`config.mk`:
```
export PLATFORM = sky130hd
export DESIGN_NAME = id_stage
export DESIGN_NICKNAME = d
export VERILOG_FILES = /design/src/rtl/id_stage.sv
export SDC_FILE = /design/constraint.sdc
export NUM_CORES = 1
export LEC_CHECK = 0
export BUFFER_PORTS_ARGS = -buffer_cell sky130_fd_sc_hd__buf_2
export CELL_PAD_IN_SITES_DETAIL_PLACEMENT = 0
export CELL_PAD_IN_SITES_GLOBAL_PLACEMENT = 2
export CORE_ASPECT_RATIO = 0.75
export CORE_UTILIZATION = 41
export DETAILED_ROUTE_END_ITERATION = 7
export GPL_TIMING_DRIVEN = 0
export PLACE_DENSITY_LB_ADDON = 0.1
export SYNTH_ARGS = -nofsm -noshare
export SYNTH_HDL_FRONTEND = slang
export SYNTH_SLANG_ARGS = --single-unit
```
`constraint.sdc`:
```
create_clock -name clk -period 4.5 [get_ports clk]
set_clock_uncertainty 0.05 [all_clocks]
set_input_delay 1.125 -clock clk [delete_from_list [all_inputs] [get_ports clk]]
set_output_delay 1.125 -clock clk [all_outputs]
set_load 0.01 [all_outputs]
```
`src/rtl/id_stage.sv`:
```
// Instruction-decode stage: combinational ARM decode, condition evaluation and
// the R0..R14 register file written by writeback.
module id_stage #(
  parameter int unsigned REG_COUNT = 15,
  parameter int unsigned DATA_W    = 32
) (
  input  logic              clk,
  input  logic              rst,
  input  logic [DATA_W-1:0] pc_in,
  input  logic [31:0]       instruction,
  input  logic [3:0]        status,
  input  logic              hazard,
  input  logic              wb_wb_en,
  input  logic [3:0]        wb_dest,
  input  logic [DATA_W-1:0] wb_value,
  output logic [DATA_W-1:0] pc_out,
  output logic              wb_en,
  output logic              mem_r_en,
  output logic              mem_w_en,
  output logic              b,
  output logic              s,
  output logic [3:0]        exe_cmd,
  output logic [DATA_W-1:0] val_rn,
  output logic [DATA_W-1:0] val_rm,
  output logic              imm,
  output logic [11:0]       shift_operand,
  output logic [23:0]       signed_imm_24,
  output logic [3:0]        dest,
  output logic [3:0]        src1,
  output logic [3:0]        src2,
  output logic              two_src
);

  localparam int unsigned IDX_W  = 4;
  localparam logic [IDX_W-1:0] PC_IDX = 4'd15;

  localparam logic [1:0] MODE_DP  = 2'b00;
  localparam logic [1:0] MODE_MEM = 2'b01;
  localparam logic [1:0] MODE_BR  = 2'b10;

  localparam logic [3:0] OP_AND = 4'b0000;
  localparam logic [3:0] OP_EOR = 4'b0001;
  localparam logic [3:0] OP_SUB = 4'b0010;
  localparam logic [3:0] OP_ADD = 4'b0100;
  localparam logic [3:0] OP_ADC = 4'b0101;
  localparam logic [3:0] OP_SBC = 4'b0110;
  localparam logic [3:0] OP_TST = 4'b1000;
  localparam logic [3:0] OP_CMP = 4'b1010;
  localparam logic [3:0] OP_ORR = 4'b1100;
  localparam logic [3:0] OP_MOV = 4'b1101;
  localparam logic [3:0] OP_MVN = 4'b1111;

  localparam logic [3:0] CMD_MOV = 4'b0001;
  localparam logic [3:0] CMD_ADD = 4'b0010;
  localparam logic [3:0] CMD_ADC = 4'b0011;
  localparam logic [3:0] CMD_SUB = 4'b0100;
  localparam logic [3:0] CMD_SBC = 4'b0101;
  localparam logic [3:0] CMD_AND = 4'b0110;
  localparam logic [3:0] CMD_ORR = 4'b0111;
  localparam logic [3:0] CMD_EOR = 4'b1000;
  localparam logic [3:0] CMD_MVN = 4'b1001;

  logic [DATA_W-1:0] regs [REG_COUNT];

  logic [1:0] mode;
  logic [3:0] opcode;
  logic       s_bit;
  logic       store;
  logic       cond_pass;
  logic       bubble;

  logic [3:0] cmd_d;
  logic       wb_d;
  logic       mr_d;
  logic       mw_d;
  logic       br_d;
  logic       s_d;

  assign mode   = instruction[27:26];
  assign opcode = instruction[24:21];
  assign s_bit  = instruction[20];
  assign store  = (mode == MODE_MEM) && !s_bit;

  // Register file; index 15 is the PC and is never stored.
  always_ff @(posedge clk) begin
    if (rst) begin
      for (int i = 0; i < REG_COUNT; i++) regs[i] <= '0;
    end else if (wb_wb_en && (wb_dest != PC_IDX) && (32'(wb_dest) < REG_COUNT)) begin
      regs[wb_dest] <= wb_value;
    end
  end

  // PC read wins over the bypass, since writes to index 15 are dropped.
  function automatic logic [DATA_W-1:0] read_reg(input logic [IDX_W-1:0] idx);
    logic [DATA_W-1:0] v;
    v = '0;
    if (idx == PC_IDX)                 v = pc_in;
    else if (wb_wb_en && wb_dest == idx) v = wb_value;
    else if (32'(idx) < REG_COUNT)     v = regs[idx];
    return v;
  endfunction

  assign src1    = instruction[19:16];
  assign src2    = store ? instruction[15:12] : instruction[3:0];
  assign two_src = ~instruction[25] | store;

  always_comb begin
    val_rn = read_reg(src1);
    val_rm = read_reg(src2);
  end

  // Control decode before condition/bubble masking.
  always_comb begin
    cmd_d = 4'b0000;
    wb_d  = 1'b0;
    mr_d  = 1'b0;
    mw_d  = 1'b0;
    br_d  = 1'b0;
    s_d   = 1'b0;
    case (mode)
      MODE_DP: begin
        wb_d = 1'b1;
        s_d  = s_bit;
        case (opcode)
          OP_MOV: cmd_d = CMD_MOV;
          OP_MVN: cmd_d = CMD_MVN;
          OP_ADD: cmd_d = CMD_ADD;
          OP_ADC: cmd_d = CMD_ADC;
          OP_SUB: cmd_d = CMD_SUB;
          OP_SBC: cmd_d = CMD_SBC;
          OP_AND: cmd_d = CMD_AND;
          OP_ORR: cmd_d = CMD_ORR;
          OP_EOR: cmd_d = CMD_EOR;
          OP_CMP: begin
            cmd_d = CMD_SUB;
            wb_d  = 1'b0;
            s_d   = 1'b1;
          end
          OP_TST: begin
            cmd_d = CMD_AND;
            wb_d  = 1'b0;
            s_d   = 1'b1;
          end
          default: begin
            wb_d = 1'b0;
            s_d  = 1'b0;
          end
        endcase
      end
      MODE_MEM: begin
        cmd_d = CMD_ADD;
        if (s_bit) begin
          mr_d = 1'b1;
          wb_d = 1'b1;
        end else begin
          mw_d = 1'b1;
        end
      end
      MODE_BR: br_d = 1'b1;
      default: ;
    endcase
  end

  // Condition field against {N,Z,C,V}.
  always_comb begin
    logic n, z, c, v;
    n = status[3];
    z = status[2];
    c = status[1];
    v = status[0];
    cond_pass = 1'b0;
    case (instruction[31:28])
      4'b0000: cond_pass = z;
      4'b0001: cond_pass = !z;
      4'b0010: cond_pass = c;
      4'b0011: cond_pass = !c;
      4'b0100: cond_pass = n;
      4'b0101: cond_pass = !n;
      4'b0110: cond_pass = v;
      4'b0111: cond_pass = !v;
      4'b1000: cond_pass = c && !z;
      4'b1001: cond_pass = !c || z;
      4'b1010: cond_pass = (n == v);
      4'b1011: cond_pass = (n != v);
      4'b1100: cond_pass = !z && (n == v);
      4'b1101: cond_pass = z || (n != v);
      4'b1110: cond_pass = 1'b1;
      default: cond_pass = 1'b0;
    endcase
  end

  // An all-zero word marks a flushed slot.
  assign bubble = !cond_pass || hazard || (instruction == 32'h0);

  assign wb_en    = wb_d & ~bubble;
  assign mem_r_en = mr_d & ~bubble;
  assign mem_w_en = mw_d & ~bubble;
  assign b        = br_d & ~bubble;
  assign s        = s_d  & ~bubble;
  assign exe_cmd  = cmd_d;

  assign pc_out        = pc_in;
  assign imm           = instruction[25];
  assign shift_operand = instruction[11:0];
  assign signed_imm_24 = instruction[23:0];
  assign dest          = instruction[15:12];

endmodule
```
Word-level counts from Yosys, hierarchy flattened
Memories as Yosys holds them, arrays and structs flattened.
Cells that the tools add are included.
Widths: inputs -> output; s select.
{ "word_totals": {"reg_bits": 0, "ramBits": 480, "in_bits": 108, "elab_cells": 98, "n_memories": 1} }
{ "classes": {"order_cmp": 3, "n_eq_ne": 33, "mux": 27, "bitwise_logic": 8, "reduce_logical": 26} }
{ "memory_table": {"columns": ["memory", "depth", "word_bits", "read_ports", "rd_clocked_by_memory_dff", "wr", "line", "source"], "rows": [
  ["regs", 15, 32, 2, 0, 15, "63", "logic [DATA_W-1:0] regs [REG_COUNT];"]
]} }
{ "op_table": {"columns": ["cell", "n"], "rows": [
  ["$mux 32", 7],
  ["$eq 4x4->1 const B", 14],
  ["$pmux 4 s9", 1],
  ["$logic_not 32->1", 1],
  ["$reduce_or 32->1", 1],
  ["$eq 4x3->1 const B", 7],
  ["$pmux 1 s15", 1],
  ["$mux 1", 13],
  ["$eq 4x2->1 const B", 3],
  ["$lt 4x4->1 const B", 3],
  ["$reduce_or 9->1", 1],
  ["$eq 4x1->1 const B", 2],
  ["$eq 4x4->1", 2],
  ["$logic_not 4->1", 2],
  ["$mux 4", 2],
  ["$pmux 4 s2", 1],
  ["$logic_and 1x1->1", 7],
  ["$logic_not 1->1", 6],
  ["$reduce_or 2->1", 3],
  ["$and 1x1->1", 5],
  ["$logic_or 1x1->1", 4],
  ["$ne 4x4->1 const B", 1],
  ["$pmux 1 s2", 2],
  ["$eq 2x1->1 const B", 1],
  ["6 further kinds", 7]
]} }

Logic depth before layout (Yosys ltp)
{ "depth": {"ltp_word": 8, "ltp_mapped": 11, "ltp_nobuf": 7} }

Worst setup path after synthesis
No wires, ideal clock.
{ "synth_timing": {"path_type": "input to output", "start": "input port instruction[16]", "end": "output port val_rn[10]", "arrival_ns": 3.215, "required_time_ns": 3.325, "path_slack_ns": 0.110, "cell_stages": 7, "cell_sequence": "clkbuf_1 > buf_2 > buf_1 > mux4_2 > mux4_2 > nand2_1 > a31oi_1"} }
{ "synth_between": {"elab_chain_len": 4} }
{ "synth_rtl": {"columns": ["element", "line", "source"], "rows": [
  ["start, declared", "10", "input logic [31:0] instruction,"],
  ["$mem_v2 15x32, or another cell as far along", null, null],
  ["$mux 32 or $logic_and 1x1->1 (tied branches)", "99, 98", null],
  ["$mux 32", "98", "else if (wb_wb_en && wb_dest == idx) v = wb_value;"],
  ["$mux 32 *", "97", "if (idx == PC_IDX) v = pc_in;"],
  ["end, declared", "23", "output logic [DATA_W-1:0] val_rn,"]
]} }
Every way passes the cells marked *; elsewhere a longest branch is shown, timed or not.

Worst setup path in the final report
{ "layout_timing": {"start": "input port instruction[27]", "end": "output port val_rm[31]"} }
{ "layout_between": {"elab_chain_len": 7} }
{ "layout_rtl": {"columns": ["element", "line", "source"], "rows": [
  ["$eq 2x1->1 *", "82", "assign store = (mode == MODE_MEM) && !s_bit;"],
  ["$logic_and 1x1->1 *", "82", null],
  ["$mux 4 *", "104", "assign src2 = store ? instruction[15:12] : instruction[3:0];"],
  ["$mem_v2 15x32, or another cell as far along", null, null],
  ["$mux 32 or $logic_and 1x1->1 (tied branches)", "99, 98", null],
  ["$mux 32", "98", null],
  ["$mux 32 *", "97", null],
  ["end, declared", "24", "output logic [DATA_W-1:0] val_rm,"]
]} }
Marks and branches as above.

==> results_dict.tcl <==
set metrics [dict create \
    grt_start_max_net_pins 33 \
    intPower_mw 9.04 \
    drive_gt1_share_pct 31.9 \
    ir_worst_vdd_uv 270 \
    syn_area_um2 30400 \
    p_total_mw 12.9 \
    hold_depth 1 \
    combPwrFrac_pct 21.1 \
    clk_path_buf_depth 3 \
    antenna_found_initial 3 \
    rsz0062_at_grt "true" \
    multi_input_area_um2 14700 \
    ys_dominant_reg_cell "edfxtp_1" \
    finalSetupViolations 35 \
    power_density_nw_per_um2 337 \
    syn_to_final_growth_pct 25.5 \
    nFillCells 6360 \
    syn_inst 2628 \
    die_h_um 238 \
    num_vias 25800 \
    clk_pin_slew_ns 0.06 \
    fin_ws_ns -0.376 \
    grtUsageTotal_pct 36.0 \
    detailedPlace.worstSlack_ns -1.81 \
    p_clk_share_pct 34.6 \
    io_pins 263 \
    largest_register_ffs 512 \
    crit_required_ns 3.32 \
    netSwitchingFraction_pct 29.7 \
    core_area_um2 73400 \
    min_to "regs[15][6]$_DFFE_PP_" \
    hold_class "primary input to register" \
    cts-root-buf "clkbuf_16" \
    cts_tree "yes" \
    min_period_ns 4.88 \
    dr.pass1.iters 6 \
    ys_ff_latch 512 \
    dp_hpwl_um 90000 \
    maxCapViolations 1 \
    row_count 86 \
    cts_made_buffers 54 \
    clkSinkCount 512 \
    regArea_um2 15400 \
    switchingPower_mw 3.82 \
    fmax_ghz 0.205 \
    yosysWarnings 0 \
    synth.distinct_cells 54 \
    min_from "wb_value[6]" \
    grt_pass1_wl_um 188000 \
    initial_core_util_pct 41.4 \
    grt_pass1_vias 24300 \
    routed_wl_um 137000 \
    grt.overflow.total 0 \
    synthTopCellsByArea "edfxtp_1, mux4_2, and2_1" \
    relSlewSlack_pct -0.598 \
    outcome "finished with violations" \
    avgSynthCellArea_um2 11.6 \
    ant_nets 0 \
    drc 0 \
    synth_edf_count 512 \
    drv_slew 32 \
    failed_checks "max-capacitance violations, max-slew violations, negative setup slack" \
    async_flop_share_pct 0 \
    top_regs "regs (512)" \
    synth_top_area_share_pct 50.6 \
    place.gp.congestion 0.961 \
    die_area_um2 75300 \
    leakagePower_nw 14.0 \
    vias_per_cell 6.39 \
    seqPwrFrac_pct 44.4 \
    synth_common_cells "and2_1, edfxtp_1, nand2_1" \
    worstSetupPathType "primary input to output port" \
    post_drt_wl_per_cell_um 34.0 \
    final_nets 3131 \
    yosys.area.top_type "edfxtp_1" \
    h-tree-depth 2 \
    yosysSeqAreaShare_pct 50.6 \
    drt-initial-drc-count 3595 \
    cp_data_arrival_time_ns 3.70 \
    die-width_um 316 \
    cp-end-kind "output port" \
    start_kind "primary input" \
    regMostFlops "regs" \
    finalHoldViolCount 0 \
    numPortBuffers 250 \
    tightestPinTransition_ns 1.51 \
    fin_crit_sh_pct 108 \
    cp_max_fo 8 \
]
==> area by class of cell <==
class                      instances  area share, %
antenna                            2         0.0131
buffer                           337           7.11
clock buffer                      67           3.67
clock inverter                    29          0.633
inverter                         105           1.09
multi-input combinational       1701           38.5
sequential                       512           40.3
tap                              968           3.17
timing repair buffer             312           5.55
==> worst max-delay path by stage <==
stage | from | endpoint | slack, ns
6_report | instruction[27] | val_rm[31] | -0.38
5_1_grt | instruction[27] | val_rm[31] | -0.38
4_1_cts | instruction[27] | val_rm[31] | -0.29
3_5_place_dp | instruction[19] | val_rn[31] | -1.81
3_3_place_gp | instruction[26] | val_rm[31] | -1.86
2_1_floorplan | instruction[16] | val_rn[10] | 0.11
==> what timing repair did <==
item	4_1_cts	5_1_grt
resized for setup	680	157
setup buffers	37	18
hold buffers	0	0
setup endpoints to repair	73	45
gates cloned	6	3
pin swaps	59	60
==> logic make-up after synthesis <==
kind of cell / Yosys count / share of synthesized area [%]
buffers and inverters: 447 / 6.56
and+or+nand+nor: 1047 / 18.5
xor gates and xnor gates: 11 / 0.317
DFF: 512 / 50.6
other: 1 / 0.0123
AOI/OAI and AO/OA: 380 / 9.77
muxes: 230 / 14.3
==> routing by layer <==
metal / part of all wire [%] / track usage, % / vias up
met5: 0.013 / 0.390 / -
met1: 41 / 51.4 / 13000
met2: 41 / 50.2 / 1885
li1: - / - / 10500
met3: 13 / 11.2 / 325
met4: 4.6 / 15.5 / 2
==> metrics by stage <==
step	TNS (ns)	instance area (um2)	std cells	utilization [%]	hold slack, ns
2_1_floorplan	0	30500	2659	-	1.17
3_3_place_gp	-109.94	33000	3877	45.0	1.37
3_5_place_dp	-102.59	33000	3878	45.0	1.39
4_1_cts	-7.78	37300	4014	50.8	0.722
5_1_grt	-9.78	38200	4031	52.0	0.752
6_report	-8.02	38200	4033	52.0	0.748
==> critical path, stage by stage <==
cell,delay [ns]
buf_12,0.11
or3b_4,0.48
buf_4,0.18
mux2i_4,0.19
inv_4,0.16
a22oi_2,0.11
o21ai_4,0.10
buf_12,0.16
nand2_2,0.20
o211ai_1,0.63
buf_2,0.26
==> power groups by stage <==
stage,sequential [mW],clock (mW),combinational [mW]
final,5.70,4.45,2.71
after global routing,5.73,4.61,2.80
after CTS,5.69,4.43,2.53
after detailed placement,5.78,0,2.16
after global placement,5.76,0,2.14
after floorplan,5.72,0,1.21
==> placed cells by master, fill, tap and decap left out, drive strengths merged, types with 100 or more instances in the layout <==
cell type    n
and2       512
buf        445
inv        105
a211oi     100
nand2      262
mux4       160
edfxtp     512
nand3      100
clkbuf     267
a2111oi    128
(Power assumes the default switching activity.)
